File: config.mk
export PLATFORM = sky130hd
export DESIGN_NAME = seqdivider_flat
export DESIGN_NICKNAME = d
export VERILOG_FILES = /design/src/rtl/seqdivider_if.sv /design/src/rtl/seqdivider.sv /design/src/flat_wrapper.sv
export SDC_FILE = /design/constraint.sdc
export NUM_CORES = 1
export LEC_CHECK = 0
export ABC_AREA = 1
export BUFFER_PORTS_ARGS = -buffer_cell sky130_fd_sc_hd__buf_2
export CORE_MARGIN = 4
export CORE_UTILIZATION = 59
export DETAILED_ROUTE_END_ITERATION = 6
export PLACE_DENSITY = 0.83
export SLEW_MARGIN = 30
export SYNTH_ARGS = -nofsm -noshare
export SYNTH_HDL_FRONTEND = slang
export SYNTH_SLANG_ARGS = --single-unit
File: constraint.sdc
create_clock -name clk -period 3.2 [get_ports clk]
set_input_delay 0.16 -clock clk [delete_from_list [all_inputs] [get_ports clk]]
set_output_delay 0.16 -clock clk [all_outputs]
set_load 0.005 [all_outputs]
File: src/rtl/seqdivider_if.sv
// Start/busy/done handshake plus operand and result bundle for seqdivider.
// The controller side uses the master modport, the divider uses slave.
interface seqdivider_if #(
    parameter int n = 4
);
    logic         start;
    logic [n-1:0] A;
    logic [n-1:0] B;
    logic         busy;
    logic         done;
    logic [n-1:0] Q;
    logic [n-1:0] R;
    logic         divzero;

    modport master (
        output start, A, B,
        input  busy, done, Q, R, divzero
    );

    modport slave (
        input  start, A, B,
        output busy, done, Q, R, divzero
    );
endinterface

File: src/rtl/seqdivider.sv
// Iterative unsigned restoring divider: Q = A / B, R = A mod B, one quotient bit per clock.
// Optional macro SEQDIVIDER_DIVZERO_EN: B=0 short-cuts straight to DONE and raises divzero.
module seqdivider #(
    parameter int n = 4
) (
    input  logic       clk,
    input  logic       n_reset,
    seqdivider_if.slave bus
);
    typedef enum logic [1:0] {IDLE, RUN, DONE} state_t;

    localparam int CW = $clog2(n);
    localparam logic [CW-1:0] LAST = CW'(n - 1);

    state_t       state_reg;
    logic [CW-1:0] count_reg;
    logic [n-1:0] dividend_reg;
    logic [n-1:0] divisor_reg;
    logic [n-1:0] rem_reg;
    logic [n-1:0] q_reg;
    logic [n-1:0] r_reg;
    logic         busy_reg;
    logic         done_reg;

    logic [n:0]   rem_shift;
    logic [n:0]   trial;
    logic         q_bit;
    logic [n-1:0] rem_next;
    logic [n-1:0] dividend_next;

    // The partial remainder is always below the divisor, so bit n of the
    // (n+1)-bit trial difference is a reliable sign bit.
    always_comb begin
        rem_shift     = {rem_reg, dividend_reg[n-1]};
        trial         = rem_shift - {1'b0, divisor_reg};
        q_bit         = ~trial[n];
        rem_next      = q_bit ? trial[n-1:0] : rem_shift[n-1:0];
        dividend_next = {dividend_reg[n-2:0], q_bit};
    end

`ifdef SEQDIVIDER_DIVZERO_EN
    logic divzero_reg;
    assign bus.divzero = divzero_reg;
`else
    assign bus.divzero = 1'b0;
`endif

    assign bus.busy = busy_reg;
    assign bus.done = done_reg;
    assign bus.Q    = q_reg;
    assign bus.R    = r_reg;

    always_ff @(posedge clk or negedge n_reset) begin
        if (!n_reset) begin
            state_reg    <= IDLE;
            count_reg    <= '0;
            dividend_reg <= '0;
            divisor_reg  <= '0;
            rem_reg      <= '0;
            q_reg        <= '0;
            r_reg        <= '0;
            busy_reg     <= 1'b0;
            done_reg     <= 1'b0;
`ifdef SEQDIVIDER_DIVZERO_EN
            divzero_reg  <= 1'b0;
`endif
        end else begin
            done_reg <= 1'b0;
            case (state_reg)
                IDLE, DONE: begin
                    if (bus.start) begin
`ifdef SEQDIVIDER_DIVZERO_EN
                        if (bus.B == '0) begin
                            state_reg   <= DONE;
                            done_reg    <= 1'b1;
                            busy_reg    <= 1'b0;
                            q_reg       <= '1;
                            r_reg       <= bus.A;
                            divzero_reg <= 1'b1;
                        end else begin
`else
                        begin
`endif
                            dividend_reg <= bus.A;
                            divisor_reg  <= bus.B;
                            rem_reg      <= '0;
                            count_reg    <= '0;
                            busy_reg     <= 1'b1;
                            state_reg    <= RUN;
                        end
                    end else begin
                        state_reg <= IDLE;
                    end
                end
                RUN: begin
                    dividend_reg <= dividend_next;
                    rem_reg      <= rem_next;
                    count_reg    <= count_reg + 1'b1;
                    if (count_reg == LAST) begin
                        state_reg <= DONE;
                        done_reg  <= 1'b1;
                        busy_reg  <= 1'b0;
                        q_reg     <= dividend_next;
                        r_reg     <= rem_next;
`ifdef SEQDIVIDER_DIVZERO_EN
                        divzero_reg <= 1'b0;
`endif
                    end
                end
                default: begin
                    state_reg <= IDLE;
                    busy_reg  <= 1'b0;
                end
            endcase
        end
    end
endmodule

File: src/flat_wrapper.sv
// flat-port wrapper written by rule: the top's interface ports become plain ports
module seqdivider_flat 
#(
    parameter int n = 4
)
  (clk, n_reset, bus_start, bus_A, bus_B, bus_busy, bus_done, bus_Q, bus_R, bus_divzero);
  seqdivider_if #(.n(n)) bus_i ();
  input  logic clk;
  input  logic n_reset;
  input wire logic [$bits(bus_i.start)-1:0] bus_start;
  input wire logic [$bits(bus_i.A)-1:0] bus_A;
  input wire logic [$bits(bus_i.B)-1:0] bus_B;
  output wire logic [$bits(bus_i.busy)-1:0] bus_busy;
  output wire logic [$bits(bus_i.done)-1:0] bus_done;
  output wire logic [$bits(bus_i.Q)-1:0] bus_Q;
  output wire logic [$bits(bus_i.R)-1:0] bus_R;
  output wire logic [$bits(bus_i.divzero)-1:0] bus_divzero;
  assign bus_i.start = bus_start;
  assign bus_i.A = bus_A;
  assign bus_i.B = bus_B;
  assign bus_busy = bus_i.busy;
  assign bus_done = bus_i.done;
  assign bus_Q = bus_i.Q;
  assign bus_R = bus_i.R;
  assign bus_divzero = bus_i.divzero;
  seqdivider #(.n(n)) u_core (.clk(clk), .n_reset(n_reset), .bus(bus_i));
endmodule
Word level (Yosys, flattened, before mapping)
Cells that the tools add are included.
{"block": "word_totals", "ff_bits": 26, "latch_bits": 0, "mem_bits_rw": 0, "rom_bits": 0, "in_bits": 11, "out_inout_bits": 11, "n_memories": 0}
{"block": "op_classes", "add_sub_neg": 2, "multipliers": 0, "div_mod_pow": 0, "order_cmp": 0, "n_eq_ne": 5, "shifts": 0, "muxes": 15, "bitwise": 1, "n_reduce_logical": 7}
{"cell": "4-bit case mux with 2 select lines", "count": 2}
{"cell": "4-bit two-way mux", "count": 3}
{"cell": "2-bit case mux with 2 select lines", "count": 2}
{"cell": "2-bit AND reduction", "count": 4}
{"cell": "1-bit two-way mux", "count": 5}
{"cell": "5-bit by 4-bit subtractor with 5-bit output", "count": 1}
{"cell": "2-bit equality test (second input constant)", "count": 2}
{"cell": "2-bit two-way mux", "count": 2}
{"cell": "2-bit by 1-bit adder with 2-bit output (second input constant)", "count": 1}
{"cell": "2-bit by 1-bit equality test with 1-bit output (second input constant)", "count": 1}
{"cell": "2-bit zero test", "count": 1}
{"cell": "2-bit by 1-bit != test with 1-bit output (second input constant)", "count": 1}
{"cell": "2-bit != test (second input constant)", "count": 1}
{"cell": "1-bit case mux with 2 select lines", "count": 1}
{"cell": "2-bit nonzero test", "count": 1}
{"cell": "2-bit OR reduction", "count": 1}
{"cell": "1-bit inverter", "count": 1}

Depth between registers and ports, before layout
{"block": "depth", "depth_word": 4, "mapped_depth": 12, "ltp_nobuf": 12}

Worst setup path before layout
Ideal clock, no wire load.
{"block": "synth_timing", "path_type": "flip-flop to flip-flop", "start": "reg u_core.divisor_reg[0]", "end": "reg u_core.r_reg[0] (netlist: u_core.bus.R[0])", "setup_ns": 0.117, "arrival_time_ns": 1.497, "t_required_ns": 3.083, "slack_ns": 1.586, "stages_incl_launch_ff": 11, "path_buffers": 0, "synth_period_minus_slack_ns": 1.614, "cell_sequence": "dfrtp_1 > ha_1 > fa_1 > inv_1 > nand2_1 > nand2_2 > nand3_4 > nand2_4 > nand2_1 > nand3_1 > nand2_1"}
{"block": "synth_between", "elab_chain_cells": 2}
{"element": "start: declaration", "line": "seqdivider.sv:18", "rtl": "logic [n-1:0] divisor_reg;"}
{"element": "start signal: assignment", "line": "seqdivider.sv:85", "rtl": "divisor_reg <= bus.B;"}
{"element": "5-bit by 4-bit subtractor with 5-bit output", "line": "seqdivider.sv:35", "rtl": "trial = rem_shift - {1'b0, divisor_reg};"}
{"element": "4-bit two-way mux", "line": "seqdivider.sv:37", "rtl": "rem_next = q_bit ? trial[n-1:0] : rem_shift[n-1:0];"}
{"element": "end signal: assignment", "line": "seqdivider.sv:104", "rtl": "r_reg <= rem_next;"}
{"element": "end: declaration", "line": "seqdivider.sv:21", "rtl": "logic [n-1:0] r_reg;"}
No other way between the ends.
A chain may end at the register's enable or synchronous reset.

Final worst setup path
{"block": "layout_timing", "start": "reg u_core.divisor_reg[0]", "end": "reg u_core.rem_reg[3]"}
{"block": "layout_between", "elab_chain_cells": 3}
{"element": "5-bit by 4-bit subtractor with 5-bit output", "line": "seqdivider.sv:35"}
{"element": "4-bit two-way mux", "line": "seqdivider.sv:37"}
{"element": "4-bit case mux with 2 select lines", "line": "seqdivider.sv:69", "rtl": "case (state_reg)"}
{"element": "end signal: assignment", "line": "seqdivider.sv:97", "rtl": "rem_reg <= rem_next;"}
{"element": "end: declaration", "line": "seqdivider.sv:19", "rtl": "logic [n-1:0] rem_reg;"}
No other way between the ends.

==> results list <==
* Outcome: complete, no violations
- Peak Freq: 533.3 MHz
* Final number of hold-violating endpoints: 0
* Combinational power share: 0.557
* Relative contribution of the clock network to total power: 0.125
- For this block, the routed nets add up to 2656 um of wire.
* Worst hold slack across all endpoints: 42.20 ps
- After synthesis, the netlist uses 25 different library cells.
* Cell Area, Synth: 0.001316 mm^2
* First-pass GRT wire length: 4616 um
- Number of filler instances in the final layout: 169
* Clock-pin slew reported for the worst setup and hold paths after clock tree synthesis: 150 ps
- In this run the worst path has a maximum fanout of 6.
- Number of warnings printed during yosys synthesis: 0
- Number of clock buffers inserted by TritonCTS: 3
* Maximum number of pins on one net before global-route repair: 27
- Unrepaired setup endpoints after global routing: false
- Power density over cell area: 1212 mW/mm^2
* DR pass1 iterations: 4
- Sequential fraction of the synthesis area: 0.4943
- Hold WC Path Type: in2reg
- The setup path with the least slack is of type reg2reg.
- Relative slew margins: 0.6291
- After the last flow step, the layout net total stands at 190.
- Type of destination of the critical path: register
* Non-filler cells in the finished layout: 199
* Actual transition at the worst max-transition pin: 556.3 ps
- Area growth syn-to-layout: 13.78%
- Initial core utilization: 0.6446
* Share of the cycle needed by the critical path after routing: 0.5860
* Biggest area consumer among synthesized cells: sky130_fd_sc_hd__dfrtp_1
- Overall routing resource usage: 0.1862
* Clk_skew: 14.57 ps
* Worst setup SP type: register
- Final HPWL from detailed placement: 2003 um
- Maximum capacitance violations: 0
- Final instance area: 0.001498 mm^2
- The total count of max-transition violations in the final report was 0.
* TritonCTS sink count: 26
- Height of the die: 55.23 um
* Top-area cell type share of the netlist area: 0.4943
* Clock buffer depth: 2
- Ranked by total cell area, the synthesized netlist is headed by sky130_fd_sc_hd__dfrtp_1, sky130_fd_sc_hd__nand2_1, sky130_fd_sc_hd__nand3_1, sky130_fd_sc_hd__ha_1, sky130_fd_sc_hd__inv_1.
* Root buffer cell: sky130_fd_sc_hd__clkbuf_4
- CP Data Required Time: 3470 ps
- Once layout is complete, the utilization of the core stands at 0.7335.
* Power share of the sequential group: 0.318
* Placed cell areas: 0.001435 mm^2
* Number of register bits inferred by synthesis: 26
* Total of buffers placed on input and output ports: 20
* Row count: 16
- Cells after synthesis: 149
* Average cell area after synthesis: 8.834 um^2
- Core region area: 0.002042 mm^2
- Counting I/O delays and the setup requirement, the final critical path takes 1875 ps.
* DRC: 0
- Detail-routed net length per standard cell: 13.35 um
* Die Outline Area: 0.003050 mm^2
- In this run the remaining antenna-violating nets after routing total 0.
* Arrival time of the worst setup path: 2150 ps
- Vias after detailed routing: 1,076
- Switching portion of total power: 0.4568
* Post-cts hold buffer count: 1
- Across the VDD grid, the largest voltage drop is 0.6498 mV.
- In this run the number of H-tree levels came out at 1.
- Of the cells placed in the final design, the portion with a size suffix greater than 1 is 0.2384.
- Vias in the first global route: 1,074
* Number of antenna violations at the first check in global routing: 0
* Static leakage: 0.8260 nW
- Once the clock tree was built, the resizer swapped 0 gates to a different size.
- Iter 0 DRT Violations: 21
- Syn Nets: 166
- The number of setup buffers added after CTS is 0.
* Antenna Diode Count: 0
* Pint: 0.9863 mW
- In the final timing run, aggregate negative setup slack is 0 ps.
* Post-Place Cells: 194
* Floorplan die width: 55.23 um
- TritonCTS built the clock tree.
* Leftover overflow at the end of global routing: 0
- Dividing the detail-routed via count by the number of cells gives 5.407.
- Clock latency of the later-clocked register in the worst-skew pair: 340 ps
* Total I/O pin count: 22
* Net switching power of the design: 0.8293 mW
- At the end of routability-driven placement, the weighted congestion stood at 0.9203.
- Setup violations remaining at the end of the flow were counted as 0.
-- through the flow --
stage,setup slack (ps),power (mW)
floorplan,1586,1.324
global placement,1513,1.504
detailed placement,1405,1.573
CTS,1349,1.816
global route,1240,1.972
finish,1325,1.816
-- power by group through the flow --
stage,Combinational [mW],Clock [mW],Sequential (mW)
finish,1.01,0.228,0.577
global route,1.13,0.243,0.595
CTS,1.01,0.232,0.576
detailed placement,0.992,0,0.582
global placement,0.931,0,0.573
floorplan,0.753,0,0.571
-- Yosys cell counts, drive strengths merged --
cell	number
o22ai	2
ha	5
o21ai	5
a22o	1
or2	1
mux2	1
o211ai	1
a21oi	6
dfrtp	26
nand3	17
fa	1
nand3b	1
inv	18
conb	1
buf	2
nor2	11
nand2	50
-- final timing paths --
kind / slack [ps] / endpoint / cells past startpoint / startpoint
worst max-delay path: 1320 / u_core.rem_reg[3] / 11 / u_core.divisor_reg[0]
worst min-delay path: 40 / u_core.divisor_reg[0] / 2 / bus_B[0]
worst max register to register: 1320 / u_core.rem_reg[3] / 11 / u_core.divisor_reg[0]
worst min register to register: 490 / u_core.bus.R[1] / 2 / u_core.bus.R[1]
max in group asynchronous: 2500 / u_core.divisor_reg[3] / 2 / n_reset
min in group asynchronous: 320 / u_core.bus.Q[2] / 2 / n_reset
-- kinds of logic after synthesis --
group                      after synthesis  share of synthesized area
AOI/OAI and AO/OA                       15                    0.06939
adders and majority gates                6                    0.06274
buffers and inverters                   20                    0.06273
DFF                                     26                     0.4943
muxes                                    1                   0.008555
other                                    1                   0.002849
and+or+nand+nor                         80                     0.2994
-- layout make-up --
class / instances / area [um^2] / area share
clock buffer: 3 / 22.52 / 0.01504
clock inverter: 1 / 30.03 / 0.02005
inverter: 18 / 67.56 / 0.04511
multi-input combinational: 103 / 583.1 / 0.3893
sequential: 26 / 650.6 / 0.4344
tap: 27 / 33.78 / 0.02256
timing repair buffer: 21 / 110.1 / 0.07352
-- worst max-delay path, cell delays in order, from the launching register on --
cell	delay [ps]
sky130_fd_sc_hd__dfrtp_1	410
sky130_fd_sc_hd__ha_1	230
sky130_fd_sc_hd__fa_1	390
sky130_fd_sc_hd__inv_1	100
sky130_fd_sc_hd__nand2_1	90
sky130_fd_sc_hd__nand2_2	90
sky130_fd_sc_hd__nand3_4	100
sky130_fd_sc_hd__nand2_4	110
sky130_fd_sc_hd__nand2_2	50
sky130_fd_sc_hd__nand2_1	100
sky130_fd_sc_hd__nand2_1	60
sky130_fd_sc_hd__nand2_1	60
-- layout by cell type, fill, tap and decap left out, drive strengths merged --
cell type     n
nand2        50
dfrtp        26
buf          20
inv          18
nand3        17
nor2         11
a21oi         6
ha            5
o21ai         5
clkbuf        3
o22ai         2
or2           1
o211ai        1
a22o          1
mux2          1
nand3b        1
fa            1
conb          1
bufinv        1
dlygate4sd3   1
-- metal layers --
layer  vias up  part of all wire  GRT usage
met1       497              0.42     0.2226
met3        13             0.062    0.02797
met5         -                 0          0
met4         0             0.034     0.1007
met2        42              0.48     0.3193
li1        524                 -          -
Power figures use the tool's default switching activity.
